--- src/rtl/traffic_pkg.sv ---
// Shared types and constants for the traffic-light phase controller.
//   - state_e : controller states (idle blink plus the three lamp phases)
//   - ADDR_*  : register-file addresses of the three phase durations
//   - DW_DEF / AW_DEF : default duration and address widths
package traffic_pkg;

  localparam int DW_DEF = 6;
  localparam int AW_DEF = 2;

  typedef enum logic [1:0] {
    IDLE   = 2'd0,
    RED    = 2'd1,
    GREEN  = 2'd2,
    YELLOW = 2'd3
  } state_e;

  localparam logic [AW_DEF-1:0] ADDR_RED    = 2'd0;
  localparam logic [AW_DEF-1:0] ADDR_GREEN  = 2'd1;
  localparam logic [AW_DEF-1:0] ADDR_YELLOW = 2'd2;

  // Phase that follows the given running phase (RED -> GREEN -> YELLOW -> RED).
  function automatic state_e next_phase(input state_e s);
    case (s)
      RED:     return GREEN;
      GREEN:   return YELLOW;
      default: return RED;
    endcase
  endfunction

endpackage

--- src/rtl/traffic_ctrl_phase_timer.sv ---
// Loadable down-counter holding the seconds left in the current phase.
// Ports:
//   clk, rst_n : clock, asynchronous active-low reset
//   clr        : force remain to 0 (idle)
//   load       : load load_val (a value of 0 is run as 1 s)
//   load_val   : duration to load
//   tick       : 1 s time-base pulse
//   remain     : registered seconds left
//   expire     : combinational, high on the tick that ends the phase
module phase_timer
  import traffic_pkg::*;
#(
  parameter int DW = DW_DEF
) (
  input  logic          clk,
  input  logic          rst_n,
  input  logic          clr,
  input  logic          load,
  input  logic [DW-1:0] load_val,
  input  logic          tick,
  output logic [DW-1:0] remain,
  output logic          expire
);

  localparam logic [DW-1:0] ONE = DW'(1);

  logic [DW-1:0] remain_q, remain_d;

  always_comb begin
    remain_d = remain_q;
    if (clr) begin
      remain_d = '0;
    end else if (load) begin
      // A stored duration of 0 still occupies one full tick.
      remain_d = (load_val == '0) ? ONE : load_val;
    end else if (tick && remain_q > ONE) begin
      remain_d = remain_q - ONE;
    end
  end

  // NOTE: sequential state uses non-blocking assignment so every flop samples
  // the pre-edge value of every other flop, independent of process order.
  always_ff @(posedge clk or negedge rst_n) begin
    if (!rst_n) remain_q <= '0;
    else        remain_q <= remain_d;
  end

  assign remain = remain_q;
  assign expire = tick && (remain_q == ONE);

endmodule

--- src/rtl/traffic_ctrl.sv ---
// Traffic-light phase controller.
// Forwards configuration writes to the external duration register file,
// keeps shadow copies of the red/green/yellow durations, and sequences
// RED -> GREEN -> YELLOW -> RED counting each phase down in seconds.
// While run = 0 the yellow lamp blinks on each tick.
// Ports:
//   clk, rst_n          : clock, asynchronous active-low reset
//   run                 : 1 = cycle phases, 0 = idle blink
//   tick                : 1 s time-base pulse
//   cfg_we/addr/data    : configuration write request
//   rf_cs/w_r/addr/w_data : register-file control (combinational pass-through)
//   rf_r/g/y            : register-file read ports (valid when rf_w_r = 0)
//   lamp_r/g/y          : registered lamp drives
//   remain              : registered seconds left in the current phase
//   phase_done          : registered pulse on each phase-to-phase transition
module traffic_ctrl
  import traffic_pkg::*;
#(
  parameter int DW = DW_DEF,
  parameter int AW = AW_DEF
) (
  input  logic          clk,
  input  logic          rst_n,
  input  logic          run,
  input  logic          tick,
  input  logic          cfg_we,
  input  logic [AW-1:0] cfg_addr,
  input  logic [DW-1:0] cfg_data,
  output logic          rf_cs,
  output logic          rf_w_r,
  output logic [AW-1:0] rf_addr,
  output logic [DW-1:0] rf_w_data,
  input  logic [DW-1:0] rf_r,
  input  logic [DW-1:0] rf_g,
  input  logic [DW-1:0] rf_y,
  output logic          lamp_r,
  output logic          lamp_g,
  output logic          lamp_y,
  output logic [DW-1:0] remain,
  output logic          phase_done
);

  // Register-file pass-through: the file commits on the same edge.
  assign rf_cs     = 1'b0;
  assign rf_w_r    = cfg_we;
  assign rf_addr   = cfg_addr;
  assign rf_w_data = cfg_data;

  state_e        state_q, state_d;
  logic [DW-1:0] shadow_r_q, shadow_r_d;
  logic [DW-1:0] shadow_g_q, shadow_g_d;
  logic [DW-1:0] shadow_y_q, shadow_y_d;
  logic          blink_q, blink_d;
  logic          lamp_r_q, lamp_r_d;
  logic          lamp_g_q, lamp_g_d;
  logic          lamp_y_q, lamp_y_d;
  logic          phase_done_q, phase_done_d;

  logic          tmr_clr, tmr_load, tmr_expire;
  logic [DW-1:0] tmr_val;

  // Read ports float while a write is in flight, so the shadows hold then.
  assign shadow_r_d = cfg_we ? shadow_r_q : rf_r;
  assign shadow_g_d = cfg_we ? shadow_g_q : rf_g;
  assign shadow_y_d = cfg_we ? shadow_y_q : rf_y;

  // Selects the pre-edge shadow duration that belongs to a given phase.
  function automatic logic [DW-1:0] shadow_for(input state_e s,
                                                input logic [DW-1:0] r,
                                                input logic [DW-1:0] g,
                                                input logic [DW-1:0] y);
    case (s)
      GREEN:   return g;
      YELLOW:  return y;
      default: return r;
    endcase
  endfunction

  // NOTE: every signal gets a default before the case so no path leaves one
  // unassigned -- that is what keeps this block free of inferred latches.
  always_comb begin
    state_d      = state_q;
    blink_d      = blink_q;
    tmr_clr      = 1'b0;
    tmr_load     = 1'b0;
    tmr_val      = shadow_r_q;
    phase_done_d = 1'b0;

    if (state_q == IDLE) begin
      if (run) begin
        state_d  = RED;
        tmr_load = 1'b1;
        tmr_val  = shadow_r_q;
        blink_d  = 1'b0;
      end else begin
        tmr_clr = 1'b1;
        if (tick) blink_d = ~blink_q;
      end
    end else if (!run) begin
      // Dropping run wins over a coincident tick.
      state_d = IDLE;
      tmr_clr = 1'b1;
      blink_d = 1'b0;
    end else if (tmr_expire) begin
      state_d      = next_phase(state_q);
      tmr_load     = 1'b1;
      tmr_val      = shadow_for(state_d, shadow_r_q, shadow_g_q, shadow_y_q);
      phase_done_d = 1'b1;
    end

    lamp_r_d = (state_d == RED);
    lamp_g_d = (state_d == GREEN);
    lamp_y_d = (state_d == YELLOW) || ((state_d == IDLE) && blink_d);
  end

  always_ff @(posedge clk or negedge rst_n) begin
    if (!rst_n) begin
      state_q      <= IDLE;
      shadow_r_q   <= '0;
      shadow_g_q   <= '0;
      shadow_y_q   <= '0;
      blink_q      <= 1'b0;
      lamp_r_q     <= 1'b0;
      lamp_g_q     <= 1'b0;
      lamp_y_q     <= 1'b0;
      phase_done_q <= 1'b0;
    end else begin
      state_q      <= state_d;
      shadow_r_q   <= shadow_r_d;
      shadow_g_q   <= shadow_g_d;
      shadow_y_q   <= shadow_y_d;
      blink_q      <= blink_d;
      lamp_r_q     <= lamp_r_d;
      lamp_g_q     <= lamp_g_d;
      lamp_y_q     <= lamp_y_d;
      phase_done_q <= phase_done_d;
    end
  end

  phase_timer #(.DW(DW)) u_timer (
    .clk      (clk),
    .rst_n    (rst_n),
    .clr      (tmr_clr),
    .load     (tmr_load),
    .load_val (tmr_val),
    .tick     (tick),
    .remain   (remain),
    .expire   (tmr_expire)
  );

  assign lamp_r     = lamp_r_q;
  assign lamp_g     = lamp_g_q;
  assign lamp_y     = lamp_y_q;
  assign phase_done = phase_done_q;

endmodule

--- config.mk ---
export PLATFORM = sky130hd
export DESIGN_NAME = traffic_ctrl
export DESIGN_NICKNAME = d
export VERILOG_FILES = /design/src/rtl/traffic_pkg.sv /design/src/rtl/traffic_ctrl_phase_timer.sv /design/src/rtl/traffic_ctrl.sv
export SDC_FILE = /design/constraint.sdc
export NUM_CORES = 1
export LEC_CHECK = 0
export CORE_MARGIN = 8
export CORE_UTILIZATION = 35
export CTS_CLUSTER_SIZE = 16
export DETAILED_ROUTE_END_ITERATION = 16
export GPL_TIMING_DRIVEN = 0
export PLACE_DENSITY_LB_ADDON = 0.25
export SYNTH_ARGS = -nofsm -noshare
export SYNTH_HDL_FRONTEND = slang
export SYNTH_SLANG_ARGS = --single-unit
--- constraint.sdc ---
create_clock -name clk -period 2.3 [get_ports clk]
set_input_delay 0.46 -clock clk [delete_from_list [all_inputs] [get_ports clk]]
set_output_delay 0.46 -clock clk [all_outputs]
set_load 0.02 [all_outputs]
# After elaboration in Yosys (flattened, before gate mapping)
# Cells that the tools add are included.
dict set report totals {
  mem_bits_rw 0
  rom_bits 0
  register_bits 31
  output_inout_bits 20
  n_memories 0
  word_cells 54
  latchBits 0
}
dict set report classes {
  n_reduce_logical 7
  n_shift 0
  order_cmp 1
  n_div 0
  bitwise 1
  muxes 25
  n_eq_ne 9
  add_sub_neg 1
  mul 0
}
# operator n
set ops {}
lappend ops {{two-way mux 6 bit} 7}
lappend ops {{two-way mux 2 bit} 7}
lappend ops {{one-hot mux 6 bit (2 select lines)} 1}
lappend ops {{== test 2 bit (second input constant)} 5}
lappend ops {{two-way mux 1 bit} 9}
lappend ops {{== test 6 x 1 -> 1 bit (second input constant)} 1}
lappend ops {{> comparator 6 x 1 -> 1 bit (second input constant)} 1}
lappend ops {{logical NOT 6 bit} 1}
lappend ops {{subtractor 6 x 1 -> 6 bit (second input constant)} 1}
lappend ops {{== test 2 x 1 -> 1 bit (second input constant)} 2}
lappend ops {{logical NOT 2 bit} 2}
lappend ops {{one-hot mux 2 bit (2 select lines)} 1}
lappend ops {{logical AND 1 bit} 3}
lappend ops {{!= test 3 x 1 -> 1 bit (second input constant)} 1}
lappend ops {{logical OR 1 bit} 1}
lappend ops {{inverter 1 bit} 1}

# Depth between registers and ports, before layout
# Gate-level depths: netlist of the first run.
dict set report logic_depth {
  depth_word 14
  mapped_depth 6
  mapped_depth_nobuf 6
}

# Hierarchy
# Synthesis of the first run repeated with hierarchy kept, for this count alone.
dict set report hier_totals {
  hier_cells 148
  area_unflattened_um2 1615.3
}
# module n_inst cells_per_inst seq_area_each_um2 area_per_inst_um2
set modules_own_cells {}
lappend modules_own_cells {traffic_ctrl 1 100 625.6 1206.2}
lappend modules_own_cells {phase_timer 1 48 150.1 409.1}

# Least setup slack after synthesis of the first run
# No wires, ideal clock.
dict set report synth_timing {
  path_kind {reg-to-reg}
  from {register u_timer.remain_q[1], in the netlist u_timer.remain[1]}
  to {register u_timer.remain_q[5], in the netlist u_timer.remain[5]}
  arrival_time_ns 1.692
  slack_ns 0.479
  required_time_ns 2.171
  setup_time_ns 0.129
  path_stages_with_launch 7
  n_path_buf 0
  cell_sequence {dfrtp_1 > inv_1 > ha_1 > or3b_1 > o31a_2 > a211oi_1 > a211oi_1}
}
dict set report synth_between {
  elab_chain_len 9
  elab_cells_between_ends 17
  classes_between {1 x add/sub; 1 x order compare; 2 x eq/ne; 10 x mux; 3 x reduce/logical}
}
# element line
set synth_lines {}
lappend synth_lines {{from (decl)} traffic_ctrl_phase_timer.sv:27} ;# logic [DW-1:0] remain_q, remain_d;
lappend synth_lines {{from (signal assigned)} traffic_ctrl_phase_timer.sv:45} ;# else remain_q <= remain_d;
lappend synth_lines {{== test 6 x 1 -> 1 bit} traffic_ctrl_phase_timer.sv:49} ;# assign expire = tick && (remain_q == ONE);
lappend synth_lines {{logical AND 1 bit} traffic_ctrl_phase_timer.sv:49}
lappend synth_lines {{two-way mux 6 bit} traffic_ctrl.sv:104} ;# end else if (tmr_expire) begin
lappend synth_lines {{two-way mux 6 bit} traffic_ctrl.sv:99} ;# end else if (!run) begin
lappend synth_lines {{two-way mux 6 bit} traffic_ctrl.sv:89} ;# if (state_q == IDLE) begin
lappend synth_lines {{logical NOT 6 bit} traffic_ctrl_phase_timer.sv:35} ;# remain_d = (load_val == '0) ? ONE : load_val;
lappend synth_lines {{two-way mux 6 bit} traffic_ctrl_phase_timer.sv:35}
lappend synth_lines {{two-way mux 6 bit} traffic_ctrl_phase_timer.sv:33} ;# end else if (load) begin
lappend synth_lines {{two-way mux 6 bit} traffic_ctrl_phase_timer.sv:31} ;# if (clr) begin
# Parallel ways exist; a longest one is shown, timed or not. The select of a mux whose other input is x is not followed.
# A chain may end at the register's enable or synchronous reset.

# Worst setup path in the final report of the first run
dict set report layout_timing {
  from {register state_q[0]}
  to {register u_timer.remain_q[3], in the netlist u_timer.remain[3]}
}
dict set report layout_between {
  elab_chain_len 14
  elab_cells_between_ends 19
  classes_between {5 x eq/ne; 12 x mux; 2 x reduce/logical}
}
# element line
set layout_lines {}
lappend layout_lines {{from (decl)} traffic_ctrl.sv:49} ;# state_e state_q, state_d;
lappend layout_lines {{from (signal assigned)} traffic_ctrl.sv:128} ;# state_q <= state_d;
lappend layout_lines {{== test 2 bit / == test 2 x 1 -> 1 bit (equally long branches)} traffic_pkg.sv:23} ;# case (s)
lappend layout_lines {{one-hot mux 2 bit (2 select lines)} traffic_pkg.sv:23}
lappend layout_lines {{two-way mux 2 bit} traffic_ctrl.sv:104}
lappend layout_lines {{two-way mux 2 bit} traffic_ctrl.sv:99}
lappend layout_lines {{two-way mux 2 bit} traffic_ctrl.sv:89}
lappend layout_lines {{== test 2 bit} traffic_ctrl.sv:72} ;# case (s)
lappend layout_lines {{one-hot mux 6 bit (2 select lines)} traffic_ctrl.sv:72}
lappend layout_lines {{two-way mux 6 bit} traffic_ctrl.sv:104}
lappend layout_lines {{two-way mux 6 bit} traffic_ctrl.sv:99}
lappend layout_lines {{two-way mux 6 bit} traffic_ctrl.sv:89}
lappend layout_lines {{logical NOT 6 bit} traffic_ctrl_phase_timer.sv:35}
lappend layout_lines {{two-way mux 6 bit} traffic_ctrl_phase_timer.sv:35}
lappend layout_lines {{two-way mux 6 bit} traffic_ctrl_phase_timer.sv:33}
lappend layout_lines {{two-way mux 6 bit} traffic_ctrl_phase_timer.sv:31}
# Parallel ways exist; a longest one is shown, timed or not. The select of a mux whose other input is x is not followed.

==> results_dict.tcl, run 1 <==
set metrics [dict create \
    status "finished clean" \
    ios 51 \
    start_kind "flop" \
    cts_root_buffer "clkbuf_8" \
    switching_share 0.385 \
    yosysTopAreaCell "dfrtp_1" \
    p_sw_mw 0.852 \
    dp_hpwl_um 3380 \
    clk-insertion-delay-late_ps 280 \
    p_int_mw 1.36 \
    synth_edf_count 0 \
    antenna_cells 0 \
    critPathArrivalTime_ps 2230 \
    path_clk_slew_ps 60 \
    fmax_ghz 0.490 \
    relSlewSlack 0.545 \
    worst-setup-path-type "reg2reg" \
    finalHoldViolations 0 \
    antenna_found_initial 0 \
    setup_viol 0 \
    synth_area_um2 1720 \
    nNetsFinal 235 \
    drc 0 \
    critPathSlowestCell "nor2b_1" \
    postCtsSetupBuffers 0 \
    seq_area_frac_synth 0.450 \
    synth_cells 152 \
    p_seq_frac 0.351 \
    via_per_inst 5.24 \
    worstPathCellList "inv_1 > ha_1 > nor2b_1 > nand4_1 > or2_2 > o211ai_1" \
    slew_violations 0 \
    power_leakage_nw 0.931 \
    area_growth_pct 32.5 \
    hold_class "in2async" \
    cts_tree "done" \
    clkPwrFrac 0.180 \
    ff2ff_path_depth 6 \
    drt_iter0_drc 65 \
    grt_usage 0.120 \
    rsz0062_at_grt "false" \
    io_buffers 40 \
    post_cts_resized 0 \
    skew_ps 5.49 \
    vdd_drop_max_mv 0.350 \
    cts_sinks 31 \
    syn_avg_cell_area_um2 11.3 \
    grt_pass1_vias 1409 \
    place_ws_ps 39.7 \
    grt_overflow 0 \
    cap_violations 0 \
    synthFlopType "dfrtp_1" \
    wl_per_cell_um 16.0 \
    vias 1400 \
    synth_seq_cells 31 \
    crit_path_max_fanout 7 \
    cp.required_ps 2490 \
    grt_pass1_wl_um 7140 \
    mappedNetlistNets 188 \
    ant_nets 0 \
    combPwrFrac 0.469 \
    drt-total-wl_um 4270 \
    htree_levels 2 \
    drtPass1Iterations 4 \
    drive_gt1_frac 0.240 \
    fin_setup_tns_ps 0 \
    rows 25 \
    worst_slew_pin_slew_ps 683 \
    async_flop_share 1.00 \
    clk_path_buf_depth 2 \
    r2r-end "u_timer.remain[3]" \
    ff2ff_setup_slack_ps 260 \
    fp.dieH_um 86.2 \
    fin_crit_sh 0.888 \
    gp_congestion 0.854 \
    worst_slack_ps 258 \
    coreArea_um2 4720 \
    slowest_delay_ps 400 \
    cts_hold_buf 0 \
    die_area_um2 7430 \
    grt_max_degree 32 \
    synth_area_leaders "dfrtp_1 45%, mux2_2 12%, buf_4 4.4%, ha_1 3.6%, a22oi_1 2.2%" \
    cts_buffers 5 \
    end_kind "flop" \
    yosys_warnings 0 \
    die_w_um 86.2 \
    synth.distinct_cells 50 \
    regToRegStartpoint "state_q[0]" \
    netlist.area_leader.share 0.450 \
    power.density_nw_per_um2 967 \
    start_util 0.365 \
    layout_min_cycle_time_ps 2040 \
]
==> flip-flops by register name, indices dropped and copies added (netlist names) <==
register,cells
lamp_g,1
lamp_r,1
blink_q,1
lamp_y,1
u_timer.remain,6
shadow_y_q,6
state_q,2
phase_done,1
shadow_r_q,6
shadow_g_q,6
==> layout make-up <==
type / instances / area, µm²
Timing Repair Buffer: 40 / 395
Fill cell: 433 / 2440
Sequential cell: 31 / 776
Clock inverter: 1 / 5.00
Multi-Input combinational cell: 99 / 820
Clock buffer: 7 / 76.3
Inverter: 6 / 22.5
Buffer: 16 / 106
Tap cell: 67 / 83.8
==> kinds of logic (layout without fill, tap and decap cells) <==
logic type               Yosys count  after routing  synth area share
adder cells (fa/ha/maj)            5              5            0.0363
AND/OR/NAND/NOR                   36             36             0.131
flip-flops                        31             31             0.450
XOR/XNOR                           1              1           0.00508
buffers and inverters             22             70            0.0747
multiplexers                      20             20             0.130
other                              1              1           0.00217
AO/OA/AOI/OAI                     36             36             0.171
==> worst max-delay path: cells and delay by family (launching register included) <==
kind | cells | cell delay [ps]
and+or+nand+nor | 3 | 1110
DFF | 1 | 380
adders and majority gates | 1 | 290
AOI/OAI and AO/OA | 1 | 90
buffers and inverters | 1 | 80
==> layout by cell type, fill, tap and decap left out, drive strengths merged, types with 3 or more instances in the layout <==
| cell type | instances |
|---|---|
| buf | 15 |
| clkdlybuf4s50 | 39 |
| clkbuf | 9 |
| nand3 | 6 |
| a22oi | 5 |
| nor3 | 3 |
| nand2 | 3 |
| nor2 | 7 |
| inv | 6 |
| dfrtp | 31 |
| o22ai | 3 |
| mux2 | 19 |
| ha | 5 |
| o21ai | 4 |
| a22o | 3 |
==> per-layer routing <==
layer | vias up | track usage | routed length, µm
li1 | 659 | - | -
met3 | 4 | 0.0406 | 311
met4 | 0 | 0.0469 | 36
met2 | 46 | 0.195 | 2010
met1 | 691 | 0.143 | 1910
met5 | - | 0 | 0
==> metrics by stage <==
stage          power [mW]  std cells  utilization  instance area, µm²  hold slack (ps)
6_report             2.21        267        0.484                2280              222
5_1_grt              2.37        267        0.484                2280              269
3_5_place_dp         1.81        259        0.468                2210              504
2_1_floorplan        1.46        152            -                1720              164
4_1_cts              2.22        267        0.485                2290              518
3_3_place_gp         1.80        259        0.468                2210              495
==> synthesized netlist by cell type (all sizes together) (2+ instances only) <==
library cell / n
a211oi: 2
nor2: 7
o31a: 2
mux2: 19
o31ai: 2
o211ai: 2
a32oi: 2
clkbuf: 2
or2: 2
o21ai: 4
nor2b: 2
nor3: 3
nand2: 3
nand3: 6
and2: 2
a31oi: 2
o41ai: 2
o221ai: 2
or4: 2
dfrtp: 31
ha: 5
a22oi: 5
o22ai: 3
a22o: 3
inv: 6
nand4: 2
buf: 14
==> power groups by stage <==
stage	registers [mW]	logic, mW	clock network (mW)
final	0.775	1.04	0.398
after global routing	0.793	1.13	0.447
after CTS	0.773	1.04	0.414
after detailed placement	0.782	1.03	0
after global placement	0.773	1.03	0
after floorplan	0.821	0.642	0
==> worst max-delay path by stage <==
stage | slack [ps] | end | from
finish | 260 | u_timer.remain[3] | state_q[0]
global route | 90 | u_timer.remain[0] | state_q[0]
CTS | 240 | u_timer.remain[3] | state_q[0]
detailed placement | 40 | u_timer.remain[3] | tick
global placement | 20 | u_timer.remain[3] | run
floorplan | 480 | u_timer.remain[5] | u_timer.remain[1]
(Power assumes the default switching activity.)
==> inputs of run 2 (changes only) <==
==> constraint.sdc (replaced) <==
create_clock -name clk -period 2.29 [get_ports clk]
set_input_delay 0.458 -clock clk [delete_from_list [all_inputs] [get_ports clk]]
set_output_delay 0.458 -clock clk [all_outputs]
set_load 0.02 [all_outputs]
==> results of run 2 <==
Same layout as run 1 (identical final DEF). Status: finished clean.
Among the figures that moved: setup slack after placement 39.7 ps -> 31.7 ps; setup slack after layout 258 ps -> 248 ps; hold slack 222 ps -> 220 ps; register-to-register setup slack 260 ps -> 250 ps; total power 2.21 mW -> 2.22 mW; worst IR drop on VDD 0.350 mV -> 0.351 mV
==> inputs of run 3 (changes only) <==
--- a/config.mk
+++ b/config.mk
@@ -5,11 +5,11 @@
 export SDC_FILE = /design/constraint.sdc
 export NUM_CORES = 1
 export LEC_CHECK = 0
+export ABC_AREA = 0
 export CORE_MARGIN = 8
 export CORE_UTILIZATION = 35
 export CTS_CLUSTER_SIZE = 16
 export DETAILED_ROUTE_END_ITERATION = 16
-export GPL_TIMING_DRIVEN = 0
 export PLACE_DENSITY_LB_ADDON = 0.25
 export SYNTH_ARGS = -nofsm -noshare
 export SYNTH_HDL_FRONTEND = slang
==> run 3 against run 2 <==
  * Critical path depth down 4
  * Sequential cell count unchanged
  * Critical endpoint is now rf_w_r
  * Final cell count down 6.7%
==> results_dict.tcl, run 3 (synthesized netlist as in run 1, its figures left out) <==
set metrics [dict create \
    dp_hpwl_um 2960 \
    path_clk_slew_ps 60 \
    slew_violations 0 \
    post_cts_resized 0 \
    status "finished clean" \
    crit_path_frequent_cell "clkdlybuf4s50_1" \
    drc 0 \
    clk_path_buf_depth 2 \
    clk-insertion-delay-late_ps 280 \
    postCtsSetupBuffers 0 \
    grt_usage 0.111 \
    grt_overflow 0 \
    fin_util 0.459 \
    io_buffers 33 \
    antenna_cells 0 \
    start_kind "primary input" \
    critPathSlowestCell "clkdlybuf4s50_1" \
    slowest_delay_ps 610 \
    area_growth_pct 25.8 \
    end_kind "output pin" \
    cts_root_buffer "clkbuf_8" \
    cp_top_family "buffers and inverters" \
    setup_viol 0 \
    drtPass1Iterations 4 \
    fin_setup_tns_ps 0 \
    drt_iter0_drc 62 \
    cap_violations 0 \
    wl_met3_um 269 \
    start_util 0.365 \
    cp.required_ps 1830 \
    nNetsFinal 217 \
    top_layer_used "met4" \
    fp.dieH_um 86.2 \
    met2RoutedLength_um 1710 \
    skew_ps 4.22 \
    crit_start "cfg_we" \
    critPathArrivalTime_ps 1550 \
    final_cell_mix "33 x clkdlybuf4s50_1, 31 x dfrtp_1, 19 x mux2_2" \
    grt_pass1_vias 1362 \
    die_area_um2 7430 \
    fmax_ghz 0.499 \
    hp-start "shadow_r_q[0]" \
    grt_max_degree 32 \
    rsz0062_at_grt "false" \
    power.density_nw_per_um2 1020 \
    power_leakage_nw 0.874 \
    die_w_um 86.2 \
    worstPathCellList "clkdlybuf4s50_1 > clkdlybuf4s50_1" \
    fin_crit_sh 0.875 \
    via_per_inst 5.22 \
    vdd_drop_max_mv 0.490 \
    wl_met1_um 1760 \
    layout_min_cycle_time_ps 2000 \
    grt_pass1_wl_um 6550 \
    worst-setup-path-type "in2out" \
    regToRegStartpoint "u_timer.remain[1]" \
    antenna_found_initial 0 \
    cp_num_buf_inv 2 \
    coreArea_um2 4720 \
    ios 51 \
    cts_tree "done" \
    cts_sinks 31 \
    finalHoldViolations 0 \
    drive_gt1_frac 0.225 \
    wl_per_cell_um 15.2 \
    cts_hold_buf 0 \
    vias 1299 \
    htree_levels 2 \
    crit_path_max_fanout 2 \
    gp_congestion 0.893 \
    cts_buffers 5 \
    hold_class "reg2reg" \
    final_common_cell "clkdlybuf4s50_1" \
    rows 25 \
    drt-total-wl_um 3780 \
    ant_nets 0 \
]
run 3: per-stage QoR:
| step | cell area (µm²) | hold slack [ps] | total power, mW | instances | worst slack, ps |
|---|---|---|---|---|---|
| CTS | 2170 | 518 | 2.23 | 249 | 272 |
| detailed placement | 2070 | 504 | 1.76 | 241 | 39.6 |
| finish | 2170 | 513 | 2.22 | 249 | 286 |
| global route | 2170 | 537 | 2.38 | 249 | 174 |
| floorplan | 1720 | 162 | 1.47 | 152 | 469 |
| global placement | 2070 | 494 | 1.75 | 241 | 101 |
run 3: path summary, 6_finish.rpt:
kind / cells after the start / slack, ps / endpoint
min in group asynchronous: 2 / 570 / state_q[1]
setup / recovery: 2 / 290 / rf_w_r
setup reg to reg: 6 / 360 / u_timer.remain[3]
hold / removal: 1 / 510 / shadow_r_q[0]
max in group asynchronous: 2 / 1440 / u_timer.remain[4]
hold reg to reg: 1 / 510 / shadow_r_q[0]
run 3: area by class of cell:
type	instances	area, µm²
Multi-Input combinational cell	99	820
Tap cell	67	83.8
Clock buffer	8	100
Fill cell	451	2550
Sequential cell	31	776
Inverter	6	22.5
Timing Repair Buffer	38	368
run 3: power by group:
part	leakage, nW	total (mW)	internal, mW	switching, mW
registers	0.381	0.775	0.654	0.121
clock network	0.0515	0.463	0.274	0.189
logic	0.441	0.980	0.467	0.513
total	0.874	2.22	1.40	0.823
run 3: routing by layer:
metal / up-vias / track usage
li1: 621 / -
met4: 0 / 0.0454
met5: - / 0
met1: 628 / 0.134
met2: 40 / 0.170
met3: 10 / 0.0482
